**config.mk**
```make
export PLATFORM = sky130hd
export DESIGN_NAME = hp_select_ctrl
export DESIGN_NICKNAME = d
export VERILOG_FILES = /design/src/rtl/hp_select_ctrl.sv
export SDC_FILE = /design/constraint.sdc
export NUM_CORES = 1
export LEC_CHECK = 0
export CAP_MARGIN = 20
export CORE_ASPECT_RATIO = 0.9
export CORE_MARGIN = 2
export CORE_UTILIZATION = 55
export CTS_BUF_LIST = sky130_fd_sc_hd__clkbuf_8
export CTS_CLUSTER_DIAMETER = 30
export CTS_CLUSTER_SIZE = 12
export DETAILED_ROUTE_END_ITERATION = 7
export PLACE_DENSITY = 0.75
export SYNTH_ARGS = -nofsm -noshare
export SYNTH_HDL_FRONTEND = slang
export SYNTH_SLANG_ARGS = --single-unit
export TNS_END_PERCENT = 30
```
**constraint.sdc**
```tcl
create_clock -name clk_144 -period 7.7 [get_ports clk_144]
set_input_delay 1.54 -clock clk_144 [delete_from_list [all_inputs] [get_ports clk_144]]
set_output_delay 1.54 -clock clk_144 [all_outputs]
set_load 0.01 [all_outputs]
```
**src/rtl/hp_select_ctrl.sv**
```systemverilog
// Filter-select controller for the highpass biquad: debounces the panel selector and
// switches cutoff through a fade-out / switch / flush / fade-in sequence on sample ticks.
module hp_select_ctrl #(
  parameter int DEBOUNCE      = 1024,
  parameter int MAX_SEL       = 4,
  parameter int RAMP_SHIFT    = 6,
  parameter int FLUSH_SAMPLES = 4
) (
  input  logic               clk_144,
  input  logic               reset_n,
  input  logic               sample_tick,
  input  logic [2:0]         sel_raw,
  input  logic signed [15:0] audio_in,
  output logic [2:0]         filter,
  output logic               filter_clr,
  output logic signed [15:0] audio_out,
  output logic               busy,
  output logic [2:0]         state_dbg
);

  localparam int DW = (DEBOUNCE > 1) ? $clog2(DEBOUNCE) : 1;
  localparam logic [DW-1:0] DB_LAST = DW'(DEBOUNCE - 1);
  localparam int GW = RAMP_SHIFT + 1;
  localparam logic [GW-1:0] GAIN_MAX = GW'(1 << RAMP_SHIFT);
  localparam logic [GW-1:0] GAIN_PRE = GW'((1 << RAMP_SHIFT) - 1);
  localparam logic [GW-1:0] GAIN_ONE = GW'(1);
  localparam int FW = (FLUSH_SAMPLES > 1) ? $clog2(FLUSH_SAMPLES) : 1;
  localparam logic [FW-1:0] FLUSH_LAST = FW'(FLUSH_SAMPLES - 1);
  localparam logic [2:0] SEL_MAX = 3'(MAX_SEL);
  localparam int PW = (RAMP_SHIFT + 18 > 24) ? RAMP_SHIFT + 18 : 24;

  typedef enum logic [2:0] {
    S_IDLE     = 3'd0,
    S_FADE_OUT = 3'd1,
    S_SWITCH   = 3'd2,
    S_FLUSH    = 3'd3,
    S_FADE_IN  = 3'd4
  } state_t;

  state_t          state;
  logic [2:0]      sel_q;
  logic [2:0]      sel_prev;
  logic [DW-1:0]   db_cnt;
  logic [2:0]      sel_stable;
  logic [2:0]      pending;
  logic [GW-1:0]   gain;
  logic [FW-1:0]   flush_cnt;

  logic signed [PW-1:0] audio_ext;
  logic signed [PW-1:0] gain_ext;
  logic signed [PW-1:0] product;

  assign state_dbg = state;

  // A new code is accepted only once the registered value has matched its predecessor
  // for DEBOUNCE consecutive cycles, so a value that changes on the accepting cycle is not taken.
  always_ff @(posedge clk_144 or negedge reset_n) begin
    if (!reset_n) begin
      sel_q      <= 3'd0;
      sel_prev   <= 3'd0;
      db_cnt     <= '0;
      sel_stable <= 3'd0;
    end else begin
      sel_q    <= sel_raw;
      sel_prev <= sel_q;
      if (sel_q != sel_prev) begin
        db_cnt <= '0;
      end else if (db_cnt != DB_LAST) begin
        db_cnt <= db_cnt + DW'(1);
      end
      if ((db_cnt == DB_LAST) && (sel_q == sel_prev)) begin
        sel_stable <= (sel_q > SEL_MAX) ? 3'd0 : sel_q;
      end
    end
  end

  // Gain is zero-extended so the product stays signed; the shift is arithmetic, which
  // makes unity gain bit-exact and negative samples round toward minus infinity.
  assign audio_ext = PW'(audio_in);
  assign gain_ext  = PW'(gain);
  assign product   = audio_ext * gain_ext;

  always_ff @(posedge clk_144 or negedge reset_n) begin
    if (!reset_n) begin
      audio_out <= 16'sd0;
    end else if (sample_tick) begin
      audio_out <= 16'(product >>> RAMP_SHIFT);
    end
  end

  // sample_tick is a one-cycle strobe; every gain and flush step advances only on it,
  // and gain saturates at both ends so it can never wrap.
  always_ff @(posedge clk_144 or negedge reset_n) begin
    if (!reset_n) begin
      state      <= S_IDLE;
      gain       <= GAIN_MAX;
      filter     <= 3'd0;
      filter_clr <= 1'b0;
      busy       <= 1'b0;
      pending    <= 3'd0;
      flush_cnt  <= '0;
    end else begin
      case (state)
        S_IDLE: begin
          if (sel_stable != filter) begin
            pending <= sel_stable;
            busy    <= 1'b1;
            state   <= S_FADE_OUT;
          end
        end
        S_FADE_OUT: begin
          if (sample_tick) begin
            if (gain != '0) begin
              gain <= gain - GAIN_ONE;
            end
            if (gain <= GAIN_ONE) begin
              state <= S_SWITCH;
            end
          end
        end
        S_SWITCH: begin
          filter     <= pending;
          filter_clr <= 1'b1;
          flush_cnt  <= '0;
          state      <= S_FLUSH;
        end
        S_FLUSH: begin
          if (sample_tick) begin
            if (flush_cnt == FLUSH_LAST) begin
              filter_clr <= 1'b0;
              state      <= S_FADE_IN;
            end else begin
              flush_cnt <= flush_cnt + FW'(1);
            end
          end
        end
        S_FADE_IN: begin
          if (sample_tick) begin
            if (gain != GAIN_MAX) begin
              gain <= gain + GAIN_ONE;
            end
            if (gain >= GAIN_PRE) begin
              busy  <= 1'b0;
              state <= S_IDLE;
            end
          end
        end
        default: begin
          busy  <= 1'b0;
          state <= S_IDLE;
        end
      endcase
    end
  end

endmodule

```
# [Word level (Yosys, flattened, before mapping)]
# Cells that the tools add are included.
[word_totals] regBits=55 mem_bits_ro=0 input_bits=22 ram_bits=0 latch_bits=0 out_inout_bits=24 n_memories=0 wordCells=81
[op_classes] n_lt_le_gt_ge=3 multipliers=1 bitwise_logic=1 addsub=4 reduce_logical=13 eq_ne=21 n_shift=0 n_div=0 muxes=26
[ops] cell="two-way mux 7 bit" n=4
[ops] cell="two-way mux 3 bit" n=8
[ops] cell="multiplier 16 x 8 -> 22 bit" n=1
[ops] cell="two-way mux 10 bit" n=2
[ops] cell="!= test 2 bit (second input constant)" n=10
[ops] cell="case mux 3 bit (5 select lines)" n=1
[ops] cell="case mux 7 bit (2 select lines)" n=1
[ops] cell="adder 10 x 1 -> 10 bit (second input constant)" n=1
[ops] cell="equality test 10 bit (second input constant)" n=1
[ops] cell="!= test 10 bit (second input constant)" n=1
[ops] cell="adder 7 x 1 -> 7 bit (second input constant)" n=1
[ops] cell="greater-or-equal comparator 7 x 6 -> 1 bit (second input constant)" n=1
[ops] cell="<= comparator 7 x 1 -> 1 bit (second input constant)" n=1
[ops] cell="!= test 7 bit (second input constant)" n=1
[ops] cell="AND reduction 7 bit" n=1
[ops] cell="nonzero test 7 bit" n=1
[ops] cell="subtractor 7 x 1 -> 7 bit (second input constant)" n=1
[ops] cell="equality test 3 x 2 -> 1 bit (second input constant)" n=2
[ops] cell="!= test 3 bit" n=2
[ops] cell="AND reduction 3 bit" n=2
[ops] cell="nonzero test 2 bit" n=3
[ops] cell="two-way mux 1 bit" n=5
[ops] cell="AND reduction 5 bit" n=1
[ops] cell="two-way mux 2 bit" n=2
[ops] cell="15 further kinds" n=15

# [Depth between registers and ports, before layout]
[logic_depth] depth_word=4 mapped_depth=19 depth_no_buf=17

# [Worst setup path after synthesis]
# Ideal clock, no wire load.
[synth_path] path_type="input-to-reg" startpoint="input audio_in[5]" endpoint="register audio_out[13]" setup_ns=0.104 cell_stages=16 n_path_buf=0 arrival_ns=5.381 slack_ns=2.215 required_ns=7.596 cell_sequence="nand2_1 -> fa_1 -> inv_1 -> fa_1 -> fa_1 -> inv_1 -> fa_1 -> inv_1 -> ha_1 -> a21oi_2 -> o21ai_2 -> a221oi_2 -> o21a_4 -> o211ai_4 -> a2111o_1 -> o311ai_1"
[synth_between] elab_chain_cells=1
[synth_lines] item="from (decl)" line_no="13" rtl="input logic signed [15:0] audio_in,"
[synth_lines] item="multiplier 16 x 8 -> 22 bit" line_no="81" rtl="assign product = audio_ext * gain_ext;"
[synth_lines] item="to (signal assigned)" line_no="87" rtl="audio_out <= 16'(product >>> RAMP_SHIFT);"
[synth_lines] item="to (decl)" line_no="16" rtl="output logic signed [15:0] audio_out,"
# Every way passes these cells.
# A chain may end at the register's enable or synchronous reset.

# [Worst setup path after layout]
# Same ends and word-level chain as after synthesis.

==> out/qor.csv <==
stage,metric,value,unit
global_routing,first-pass GRT wire length,22400,um
synthesis,"Seq/Total Area, Yosys",0.218,
synthesis,Unique masters post-synth,65,
sta,RSZ-0062 raised after global routing,false,
synthesis,top post-synthesis cells by count,"inv_1, and2_1, fa_1",
job,maxcap violations,0,
hold_path,worst hold-check path type,register to register,
sta,Setup Viol. Count Final,0,
place,RePlAce Congestion,0.852,
synthesis,most numerous cell in the Yosys netlist,inv_1,
sta,Clock Skews,0.00672,ns
synthesis,Adder-Cell Fraction of Synth Area,0.347,
routing,Initial DRC Count,177,
clocking,CTS tree,done,
sta,Final Critical Period,6.04,ns
clocking,H-tree Lvls,2,
final_layout,layout overhead on the synthesized area,10.0,%
synthesis,xor/xnor share of the synthesized area,0.0541,
routing,Wirelength per Cell,15.1,um
synthesis,average size of a mapped cell,9.62,sq um
clocking,Post-CTS Setup Inserts,0,
setup_path,crit path launch,audio_in[5],
synthesis,syn_nets,805,
final_layout,Post-layout nets,835,
die,Die H,106,um
die,Die X-Extent,117,um
sta,relative slew slack,0.389,
final_layout,FF+latch area,1380,sq um
global_routing,overall routing resource usage,0.227,
routing,routed vias/inst,5.37,
clocking,Clk Tree Root Cell,clkbuf_8,
synthesis,Synth Warn #,0,
setup_path,CP Launch Type,input pin,
routing,drt pass-1 iters,5,
clocking,clk sinks,55,
setup_path,R2R depth,16,
die,initial core utilization,0.559,
synthesis,synth top area cells,"fa_1, dfrtp_1, ha_1",
place,pre-CTS setup slack,1.35,ns
synthesis,"area leader, netlist",fa_1,
sta,f_max,0.166,GHz
synthesis,Yosys top cell area share,0.254,
setup_path,Critical Path Fanout Max,7,
sta,Setup WS post-layout,1.66,ns
final_layout,Final Util,0.615,
synthesis,Post-synth EDFFs,0,
place,HPWL after detailed placement,9820,um
synthesis,synthesized instance count,656,
setup_path,r2r endpoint,audio_out[13]$_DFFE_PN0P_,
sta,endpoints failing hold,0,
clocking,total CTS buffers,5,
routing,Post-DRT Antenna Nets,0,
sta,Worst Max-Slew Pin Slew,0.916,ns
routing,drt drc,0,
setup_path,worst r2r src,gain[4]$_DFFE_PN0P_,
clocking,worst-skew pair later-pin latency,0.31,ns
final_layout,Fill cells,959,
synthesis,largest family of logic cells by synthesized area,adder cells,
clocking,hold_buf cts,0,
setup_path,Critical Path End Type,register,
hold_path,WHS Endpoint,sel_prev[0]$_DFF_PN0_,
setup_path,crit path kind,input pin to register,
sta,Min Hold Slack,0.440,ns
hold_path,min-delay src,sel_q[0]$_DFF_PN0_,
sta,"Period Utilization, post-route",0.784,
sta,Final Max Tran Viols,0,
synthesis,mapped cell area,6310,sq um
sta,setup TNS,0,ns
synthesis,post-synthesis mux area share,0.0301,
synthesis,Post-synth top flop,dfrtp_1,
clocking,Worst-path clk slew,0.10,ns
routing,via count,4523,
routing,drt total wl,12800,um
global_routing,antenna violations before repair,0,
synthesis,#FFs+latches synth,55,
final_layout,n_diodes,0,
place,PortBufs,45,
die,std cell rows,37,
synthesis,simple logic cell fraction of the synthesized area,0.176,
hold_path,Hold Crit Depth,0,
die,core area,11300,sq um
global_routing,vias in the first global route,4891,
synthesis,Synth async-reset ratio,1.00,
setup_path,critical path arrival,6.25,ns
clocking,Clock Path Buffers,2,
status,status,completed,
global_routing,grt total ovfl,0,
global_routing,largest net degree at the start of global routing,56,
final_layout,area of the multi-input gates,4380,sq um
setup_path,data required time of the critical path,7.91,ns
final_layout,layout cells sized above 1,0.0655,
die,io pins,46,
die,Die ar.,12400,sq um
synthesis,compound-cell area share of the yosys netlist,0.0858,
clocking,number of gates resized after CTS,0,
setup_path,flop-to-flop setup slack,2.47,ns
-- worst max-delay path, stage by stage --
cell,delay (ns)
clkdlybuf4s50_1,0.58
nand2_1,0.11
fa_1,0.57
inv_1,0.05
fa_1,0.46
fa_1,0.55
inv_1,0.05
fa_1,0.54
inv_1,0.04
ha_1,0.37
a21oi_2,0.20
o21ai_2,0.09
a221oi_2,0.27
o21a_4,0.22
o211ai_4,0.10
a2111o_1,0.42
o311ai_1,0.09
-- how the worst max path moves through the flow --
stage                                 to  slack [ns]  cells after the start
2_1_floorplan  audio_out[13]$_DFFE_PN0P_        2.21                     16
3_3_place_gp   audio_out[13]$_DFFE_PN0P_        1.49                     17
3_5_place_dp   audio_out[13]$_DFFE_PN0P_        1.35                     17
4_1_cts        audio_out[13]$_DFFE_PN0P_        1.68                     17
5_1_grt        audio_out[13]$_DFFE_PN0P_        1.49                     17
6_report       audio_out[13]$_DFFE_PN0P_        1.66                     17
-- cell type report --
| type | instances | share of cell area |
|---|---|---|
| well taps | 156 | 0.0281 |
| multi-input cells | 457 | 0.630 |
| repair buffers | 47 | 0.0663 |
| clock buffers | 5 | 0.00990 |
| inverters | 120 | 0.0648 |
| clock inverters | 3 | 0.00288 |
| flip-flops and latches | 55 | 0.198 |
-- metrics by stage --
| stage | cell area [sq um] | std cells |
|---|---|---|
| final | 6950 | 843 |
| after global routing | 6950 | 843 |
| after CTS | 6950 | 843 |
| after detailed placement | 6860 | 835 |
| after global placement | 6860 | 835 |
| after floorplan | 6310 | 656 |
-- kinds of logic (layout without fill, tap and decap cells) --
group                    after synthesis  in the layout
AND/OR/NAND/NOR                      205            205
buffers and inverters                144            175
adder cells (fa/ha/maj)              127            127
AO/OA/AOI/OAI                         69             69
flip-flops                            55             55
XOR/XNOR                              39             39
multiplexers                          17             17
-- registers in the layout, indices dropped and copies added (netlist names) --
register / count
audio_out: 16
busy: 1
db_cnt: 10
filter: 3
filter_clr: 1
flush_cnt: 2
gain: 7
pending: 3
sel_prev: 3
sel_q: 3
sel_stable: 3
state_dbg: 3
-- layout by cell type, fill, tap and decap left out, types with 3 or more instances in the layout --
cell and n:
inv_1 121, and2_1 80, fa_1 80, nand2_1 59, dfrtp_1 54, ha_1 47
clkdlybuf4s50_1 44, xnor2_1 27, nor2_1 18, mux2_2 16, and3_1 12, xor2_1 12
o21ai_0 11, a21oi_1 11, nand3_1 9, nor3_1 7, clkbuf_8 5, a21oi_2 4
a21o_1 4, nand2b_1 3, nor2b_1 3
-- metal layers --
metal / GRT usage / vias to the layer above / part of all wire / routed length (um)
li1: - / 2123 / - / -
met1: 0.311 / 2308 / 0.46 / 5830
met2: 0.389 / 75 / 0.50 / 6350
met3: 0.0265 / 17 / 0.030 / 382
met4: 0.0504 / 0 / 0.016 / 204
met5: 0 / - / 0 / 0
Power is left out: the tool's default activity adds up to more than one toggle a clock period on the data nets, which glitch-free logic cannot reach.
